[src/rtl/mc_control_unit_p.sv]
// Multicycle MIPS control FSM with configurable memory wait states,
// a mult/div start/done handshake with timeout, and an exception path.
module mc_control_unit_p #(
    parameter int unsigned MEM_WAIT   = 1,
    parameter int unsigned MD_TIMEOUT = 64,
    parameter int unsigned STATE_W    = 5
) (
    input  logic               clock,
    input  logic               Reset,
    input  logic [5:0]         opcode,
    input  logic [5:0]         func,
    input  logic               zero,
    input  logic               md_done,
    output logic               RstOut,
    output logic               PCWrite,
    output logic               MemWrite,
    output logic               IRWrite,
    output logic               RegWrite,
    output logic               ALUout,
    output logic               AWrite,
    output logic               BWrite,
    output logic               MDRWrite,
    output logic               EPCWrite,
    output logic               MultCtrl,
    output logic               DivCtrl,
    output logic               ExcFlag,
    output logic [1:0]         ALUSrcA,
    output logic [1:0]         RegDst,
    output logic [1:0]         MDRMux,
    output logic [2:0]         IorD,
    output logic [2:0]         PCSrc,
    output logic [2:0]         ALUop,
    output logic [2:0]         ALUSrcB,
    output logic [3:0]         MemToReg,
    output logic [STATE_W-1:0] state_dbg
);

    typedef enum logic [STATE_W-1:0] {
        RST_S, FETCH, F_WAIT, IR_LD, DECODE,
        EXEC_R, WB_R, EXEC_I, WB_I,
        ADDR, STORE, M_REQ, M_WAIT, M_RD, WB_M,
        BRANCH, JUMP, MD_START, MD_WAIT, EXC
    } state_t;

    localparam bit         HAS_WAIT  = (MEM_WAIT > 0);
    localparam logic [3:0] WAIT_LAST = 4'(MEM_WAIT - 1);
    localparam logic [7:0] MD_LAST   = 8'(MD_TIMEOUT - 1);

    localparam logic [5:0] OPC_RTYPE = 6'd0,  OPC_J   = 6'd2;
    localparam logic [5:0] OPC_BEQ   = 6'd4,  OPC_BNE = 6'd5;
    localparam logic [5:0] OPC_ADDI  = 6'd8,  OPC_ADDIU = 6'd9;
    localparam logic [5:0] OPC_LB    = 6'd32, OPC_LH  = 6'd33;
    localparam logic [5:0] OPC_LW    = 6'd35, OPC_SW  = 6'd43;
    localparam logic [5:0] FN_ADD = 6'h20, FN_SUB = 6'h22, FN_AND = 6'h24;
    localparam logic [5:0] FN_MULT = 6'h18, FN_DIV = 6'h1A;

    localparam logic [2:0] IORD_PC = 3'b100, IORD_ALU = 3'b101;
    localparam logic [2:0] ALU_ADD = 3'b001, ALU_SUB = 3'b010, ALU_AND = 3'b011;

    state_t     state, state_next;
    logic [3:0] wait_cnt;
    logic [7:0] md_cnt;

    logic is_r_alu, is_md, is_imm, is_mem, is_branch;

    assign is_r_alu  = (opcode == OPC_RTYPE) &&
                       (func == FN_ADD || func == FN_SUB || func == FN_AND);
    assign is_md     = (opcode == OPC_RTYPE) && (func == FN_MULT || func == FN_DIV);
    assign is_imm    = (opcode == OPC_ADDI) || (opcode == OPC_ADDIU);
    assign is_mem    = (opcode == OPC_LB) || (opcode == OPC_LH) ||
                       (opcode == OPC_LW) || (opcode == OPC_SW);
    assign is_branch = (opcode == OPC_BEQ) || (opcode == OPC_BNE);

    assign state_dbg = state;

    // NOTE: sequential state uses non-blocking assignments so every register
    // samples pre-edge values regardless of statement order.
    always_ff @(posedge clock or posedge Reset) begin
        if (Reset) begin
            state    <= RST_S;
            wait_cnt <= '0;
            md_cnt   <= '0;
        end else begin
            state    <= state_next;
            wait_cnt <= ((state == F_WAIT || state == M_WAIT) && wait_cnt != WAIT_LAST)
                        ? wait_cnt + 4'd1 : '0;
            md_cnt   <= (state == MD_WAIT) ? md_cnt + 8'd1 : '0;
        end
    end

    // NOTE: every output and the next state get a default first, so no path
    // through the case statement can infer a latch.
    always_comb begin
        state_next = state;
        RstOut   = 1'b0;  PCWrite  = 1'b0;  MemWrite = 1'b0;  IRWrite  = 1'b0;
        RegWrite = 1'b0;  ALUout   = 1'b0;  AWrite   = 1'b0;  BWrite   = 1'b0;
        MDRWrite = 1'b0;  EPCWrite = 1'b0;  MultCtrl = 1'b0;  DivCtrl  = 1'b0;
        ExcFlag  = 1'b0;
        ALUSrcA  = 2'b00; RegDst   = 2'b00; MDRMux   = 2'b00;
        IorD     = 3'b000; PCSrc   = 3'b000; ALUop   = 3'b000; ALUSrcB = 3'b000;
        MemToReg = 4'b0000;

        case (state)
            RST_S: begin
                RstOut     = 1'b1;
                state_next = FETCH;
            end
            FETCH: begin
                IorD       = IORD_PC;
                ALUSrcB    = 3'b001;
                ALUop      = ALU_ADD;
                PCWrite    = 1'b1;
                state_next = HAS_WAIT ? F_WAIT : IR_LD;
            end
            F_WAIT: begin
                if (wait_cnt == WAIT_LAST) state_next = IR_LD;
            end
            IR_LD: begin
                IorD       = IORD_PC;
                IRWrite    = 1'b1;
                state_next = DECODE;
            end
            DECODE: begin
                // Branch target computed speculatively while A/B load.
                AWrite  = 1'b1;
                BWrite  = 1'b1;
                ALUout  = 1'b1;
                ALUSrcB = 3'b011;
                ALUop   = ALU_ADD;
                if (is_r_alu)           state_next = EXEC_R;
                else if (is_md)         state_next = MD_START;
                else if (is_imm)        state_next = EXEC_I;
                else if (is_mem)        state_next = ADDR;
                else if (is_branch)     state_next = BRANCH;
                else if (opcode == OPC_J) state_next = JUMP;
                else                    state_next = EXC;
            end
            EXEC_R: begin
                ALUSrcA = 2'b10;
                ALUout  = 1'b1;
                case (func)
                    FN_SUB:  ALUop = ALU_SUB;
                    FN_AND:  ALUop = ALU_AND;
                    default: ALUop = ALU_ADD;
                endcase
                state_next = WB_R;
            end
            WB_R: begin
                RegWrite   = 1'b1;
                RegDst     = 2'b11;
                state_next = FETCH;
            end
            EXEC_I, ADDR: begin
                ALUSrcA = 2'b10;
                ALUSrcB = 3'b010;
                ALUop   = ALU_ADD;
                ALUout  = 1'b1;
                if (state == EXEC_I)        state_next = WB_I;
                else if (opcode == OPC_SW)  state_next = STORE;
                else                        state_next = M_REQ;
            end
            WB_I: begin
                RegWrite   = 1'b1;
                state_next = FETCH;
            end
            STORE: begin
                IorD       = IORD_ALU;
                MemWrite   = 1'b1;
                state_next = FETCH;
            end
            M_REQ: begin
                IorD       = IORD_ALU;
                state_next = HAS_WAIT ? M_WAIT : M_RD;
            end
            M_WAIT: begin
                IorD = IORD_ALU;
                if (wait_cnt == WAIT_LAST) state_next = M_RD;
            end
            M_RD: begin
                IorD     = IORD_ALU;
                MDRWrite = 1'b1;
                if (opcode == OPC_LB)      MDRMux = 2'b10;
                else if (opcode == OPC_LH) MDRMux = 2'b01;
                else                       MDRMux = 2'b00;
                state_next = WB_M;
            end
            WB_M: begin
                RegWrite   = 1'b1;
                MemToReg   = 4'b0110;
                state_next = FETCH;
            end
            BRANCH: begin
                ALUSrcA    = 2'b10;
                ALUop      = ALU_SUB;
                PCSrc      = 3'b001;
                PCWrite    = (opcode == OPC_BNE) ? ~zero : zero;
                state_next = FETCH;
            end
            JUMP: begin
                PCSrc      = 3'b010;
                PCWrite    = 1'b1;
                state_next = FETCH;
            end
            MD_START: begin
                MultCtrl   = (func == FN_MULT);
                DivCtrl    = (func == FN_DIV);
                state_next = MD_WAIT;
            end
            MD_WAIT: begin
                // Completion wins over a timeout landing in the same cycle.
                if (md_done)                state_next = FETCH;
                else if (md_cnt == MD_LAST) state_next = EXC;
            end
            EXC: begin
                EPCWrite   = 1'b1;
                PCSrc      = 3'b011;
                PCWrite    = 1'b1;
                ExcFlag    = 1'b1;
                state_next = FETCH;
            end
            default: state_next = RST_S;
        endcase
    end

endmodule

[config.mk]
export PLATFORM = sky130hd
export DESIGN_NAME = mc_control_unit_p
export DESIGN_NICKNAME = d
export VERILOG_FILES = /design/src/rtl/mc_control_unit_p.sv
export SDC_FILE = /design/constraint.sdc
export NUM_CORES = 1
export LEC_CHECK = 0
export CAP_MARGIN = 20
export CORE_UTILIZATION = 48
export CTS_CLUSTER_DIAMETER = 50
export DETAILED_ROUTE_END_ITERATION = 16
export PLACE_DENSITY = 0.95
export SETUP_SLACK_MARGIN = 0.5
export SLEW_MARGIN = 20
export SYNTH_ARGS = -nofsm -noshare
export SYNTH_HDL_FRONTEND = slang
export SYNTH_SLANG_ARGS = --single-unit
[constraint.sdc]
create_clock -name clock -period 3.7 [get_ports clock]
set_clock_uncertainty 0.2 [all_clocks]
set_input_delay 0.74 -clock clock [delete_from_list [all_inputs] [get_ports clock]]
set_output_delay 0.74 -clock clock [all_outputs]
set_load 0.005 [all_outputs]
Yosys cells after proc, flatten, opt, wreduce, memory -nomap -nowiden
Cells that the tools add are included.

word-level totals
  output and inout port bits = 40
  memories = 0
  bits in latches = 0
  bits in registers = 17
  memory bits (read-only) = 0
  logic and storage cells = 107
  bits in writable memories = 0
  bits of input ports = 16

cells by class
  order comparisons = 0
  reductions and logical operators = 26
  multiply operators = 0
  equal/unequal tests = 37
  div/mod/pow operators = 0
  bitwise logic cells = 1
  multiplexer cells = 38
  shift operators = 0
  add/sub/neg operators = 2

operators with widths
  cell                                            number
  case mux 5 bit (12 select lines)                1
  2-to-1 mux 5 bit                                9
  == test 6 bit (second input constant)           7
  == test 5 x 4 -> 1 bit (second input constant)  8
  == test 5 x 3 -> 1 bit (second input constant)  4
  == test 5 bit (second input constant)           4
  case mux 2 bit (3 select lines)                 3
  OR reduction 4 bit                              4
  2-to-1 mux 1 bit                                13
  == test 6 x 3 -> 1 bit (second input constant)  2
  == test 6 x 4 -> 1 bit (second input constant)  2
  == test 6 x 5 -> 1 bit (second input constant)  2
  2-to-1 mux 2 bit                                6
  == test 5 x 2 -> 1 bit (second input constant)  2
  logical OR 1 bit                                9
  adder 8 x 1 -> 8 bit (second input constant)    1
  == test 8 x 6 -> 1 bit (second input constant)  1
  2-to-1 mux 8 bit                                1
  OR reduction 8 bit                              1
  == test 6 x 2 -> 1 bit (second input constant)  1
  logical NOT 6 bit                               1
  case mux 3 bit (2 select lines)                 1
  OR reduction 3 bit                              2
  == test 5 x 1 -> 1 bit (second input constant)  1
  other kinds (14)                                18

Logic depth before layout (Yosys ltp)
  depth after elaboration = 9
  mapped depth = 5
  gate-level depth less buffers = 5

Worst setup path after synthesis
No wires, ideal clock.

  path kind = input -> output
  start point = in func[0]
  end point = out ALUop[0]
  data required time = 2.760 ns
  setup slack = 1.216 ns
  stages = 4
  buffers on the path = 0
  arrival time = 1.544 ns
  path through = nor4b_1 nand4b_1 a32oi_1 nor2_1

between the ends
  longest elaborated chain between the ends = 3
  elaborated cells on any way between the ends = 4
  those cells by class = 2 x eq/ne; 2 x mux

RTL lines
  item                               line  text
  start: declaration                 11    input logic [5:0] func,
  == test 6 bit                      141   case (func)
  case mux 2 bit (2 select lines) *  141
  case mux 2 bit (3 select lines) *  103   case (state)
  end: declaration                   32    output logic [2:0] ALUop,

Every way passes the cells marked *; elsewhere a longest branch is shown, timed or not.

Final worst setup path
  start point = reg state[4], in the netlist state_dbg[4]
  end point = out BWrite

between the ends
  longest elaborated chain between the ends = 2

RTL lines
  item                      line  text
  start: declaration        60    state_t state, state_next;
  start signal: assignment  84    state <= state_next;
  == test 5 x 3 -> 1 bit    103
  2-to-1 mux 1 bit          103
  end: declaration          21    output logic BWrite,

Every way passes these cells.

==> qor.yml <==
num_vias: 1616
grt_pass1_vias: 1405
fmax_mhz: 315
clk_latency_ps: 300
ant_nets: 0
setup_ws_ps: 523
status: "finished, final reports clean"
synthDistinctLibCells: 51
worstSetupPathType: "register to output port"
core_area_um2: 3050
crit_chain: "buf_4 > or2_1 > nor3_2 > clkdlybuf4s50_1"
worstPathRequired_ps: 2760
drive_gt1_share_pct: 12.9
synth_seq_area_share_pct: 27.7
hp-start: "md_cnt[0]"
rrSetupSlack_ps: 1650
dp_slack_ps: 177
first_pass_iters: 4
r2r-start: "state_dbg[4]"
num_rows: 20
p_per_area_nw_per_um2: 559
r2r_cells: 5
worst_slew_pin_slew_ps: 631
mostFrequentLayoutCells: "clkdlybuf4s50_1 (33), nor2_1 (32), dfrtp_1 (14)"
cp_num_buf_inv: 2
placed_cell_area_um2: 2000
switchingPower_w: 0.000523
die_h_um: 58.6
drv_slew: 0
antenna_cells: 0
cts_tree: "built"
worstSetupStartpointType: "register"
grt_overflow: 0
routed_wl_um: 4130
grt_pass1_wl_um: 6490
die_x_um: 58.6
r2r_end: "state_dbg[1]"
cp-end-kind: "output port"
yosysWarnings: 0
min_delay_path_depth: 1
dr.first_iter.drc_count: 99
area_growth_pct: 39.3
hold_viol: 0
cts_buffer_depth: 2
seq_power_share_pct: 24.4
maxCapViolations: 0
wl_per_cell_um: 14.1
nFillCells: 253
nets: 269
clkSinkCount: 17
pin_count: 56
multi_input_area_um2: 1030
fin_total_pwr_w: 0.00120
cts_buffers: 3
p_leak_nw: 0.921
synthArstFlopShare_pct: 100
htree_num_levels: 1
final_common_cell: "clkdlybuf4s50_1"
syn_inst: 199
avgSynthCellArea_um2: 7.73
initial_utilization_pct: 50.4
period_needed_ps: 3180
fin_crit_sh_pct: 85.9
cts-root-buf: "clkbuf_4"
register_area_um2: 429
finalSetupTns_ps: 0
internal-power_w: 0.000675
io_buffers: 48
fin_area_um2: 2140
cp_top_family: "buffers and inverters"
gp_congestion: 0.911
dp_hpwl_um: 2900
hold_class: "register to register"
grt_max_degree: 20
path_max_fanout: 14
synth_ff_type: "dfrtp_1"
cp_slowest_stage_delay_ps: 580
grt_usage_pct: 24.8
maxSlewHeadroom_pct: 57.9
rsz0062_at_grt: "true"
pwr-share-comb_pct: 67.3
netlist_area_um2: 1540
cp.arrival_ps: 2240
antenna_found_initial: 0
synth_seq_cells: 17
vias_per_cell: 5.52
crit_slowest_cell: "clkdlybuf4s50_1"
remaining_drc_errors: 0
switching_share_pct: 43.7
finalSetupViolations: 0
p_clk_share_pct: 8.4
hold_end: "md_cnt[0]"
peakVddDrop_uv: 200
synth_enable_flop_cells: 0
die_area_um2: 3430
path_clk_slew_ps: 90
-- logic make-up (layout without fill, tap and decap cells) --
logic type | count (synthesis) | in the layout | synth area share, %
flip-flops | 17 | 17 | 27.7
AND/OR/NAND/NOR | 101 | 101 | 35.8
adder cells (fa/ha/maj) | 3 | 3 | 2.44
other | 1 | 7 | 0.244
XOR/XNOR | 11 | 11 | 6.27
AO/OA/AOI/OAI | 38 | 38 | 17.5
buffers and inverters | 28 | 72 | 10.1
-- power groups by stage --
stage / Sequential [W] / Combinational [W] / Clock (W)
after floorplan: 0.000247 / 0.000492 / 0
after global placement: 0.000300 / 0.000740 / 0
after detailed placement: 0.000303 / 0.000749 / 0
after CTS: 0.000302 / 0.000746 / 0.0000997
after global routing: 0.000296 / 0.000876 / 0.000111
final: 0.000292 / 0.000805 / 0.000100
-- cells in the mapped netlist, types with 2 or more instances --
cell | instances | area [um^2]
nor4_1 | 3 | 18.8
nand3_1 | 5 | 25.0
nor3b_1 | 2 | 15.0
nand3b_1 | 3 | 22.5
and2_1 | 5 | 31.3
o21bai_1 | 2 | 15.0
ha_1 | 3 | 37.5
buf_2 | 7 | 35.0
or3b_1 | 2 | 17.5
a311oi_1 | 3 | 26.3
nor3_2 | 2 | 20.0
nand2_1 | 12 | 45.0
o21ai_0 | 2 | 10.0
and3_1 | 4 | 25.0
a211oi_1 | 2 | 15.0
a32oi_1 | 2 | 17.5
xor2_1 | 5 | 43.8
xnor2_1 | 6 | 52.6
a21o_1 | 3 | 22.5
nor3_1 | 7 | 35.0
clkbuf_1 | 2 | 7.51
buf_4 | 11 | 82.6
inv_1 | 8 | 30.0
and2b_1 | 2 | 15.0
nor2_1 | 32 | 120
nand4_1 | 2 | 12.5
nand2b_1 | 9 | 56.3
a21oi_1 | 12 | 60.1
nor2b_1 | 3 | 18.8
dfrtp_1 | 17 | 425
-- cell type report --
cell class / count / area share (%)
Multi-Input combinational cell: 160 / 48.3
Inverter: 8 / 1.40
Sequential cell: 17 / 20.0
Clock buffer: 4 / 1.23
Timing Repair Buffer: 60 / 26.5
Tap cell: 44 / 2.57
-- worst register-to-register path: stages (launching register included) --
cell      delay [ps]
dfrtp_1          490
buf_4            220
or2_1            300
nor3_2           350
o31ai_1          180
o221ai_1         220
-- timing repair --
| action | in CTS | in global routing |
|---|---|---|
| hold buffers | 0 | 0 |
| setup endpoints to repair | 7 | 8 |
| setup buffers | 2 | 6 |
| resized for setup | 19 | 12 |
| cloned | 0 | 0 |
| pin swaps | 6 | 4 |
-- flip-flops by register name (all words and copies together), names as in the netlist --
| name | cells |
|---|---|
| wait_cnt | 4 |
| md_cnt | 8 |
| state_dbg | 5 |
-- layer usage --
| layer | up-vias | GRT usage (%) | part of all wire, % |
|---|---|---|---|
| li1 | 784 | - | - |
| met1 | 750 | 33.1 | 45 |
| met2 | 72 | 40.6 | 48 |
| met3 | 10 | 4.18 | 5.4 |
| met4 | 0 | 8.84 | 2.0 |
| met5 | - | 0 | 0 |
-- how the worst max path moves through the flow --
| stage | endpoint | startpoint | slack [ps] | cells after the start |
|---|---|---|---|---|
| final | BWrite | state_dbg[4] | 520 | 4 |
| after detailed placement | PCWrite | opcode[4] | 180 | 6 |
| after global placement | PCWrite | opcode[4] | 220 | 6 |
| after floorplan | ALUop[0] | func[0] | 1220 | 4 |
| after global routing | BWrite | state_dbg[4] | 440 | 4 |
| after CTS | PCWrite | opcode[2] | 500 | 6 |
-- per-stage QoR --
stage	hold WS, ps	cells	util [%]
floorplan	248	205	-
global placement	266	281	65.5
detailed placement	275	281	65.5
CTS	287	287	67.7
global route	307	293	70.2
finish	284	293	70.2
Power figures use the tool's default switching activity.
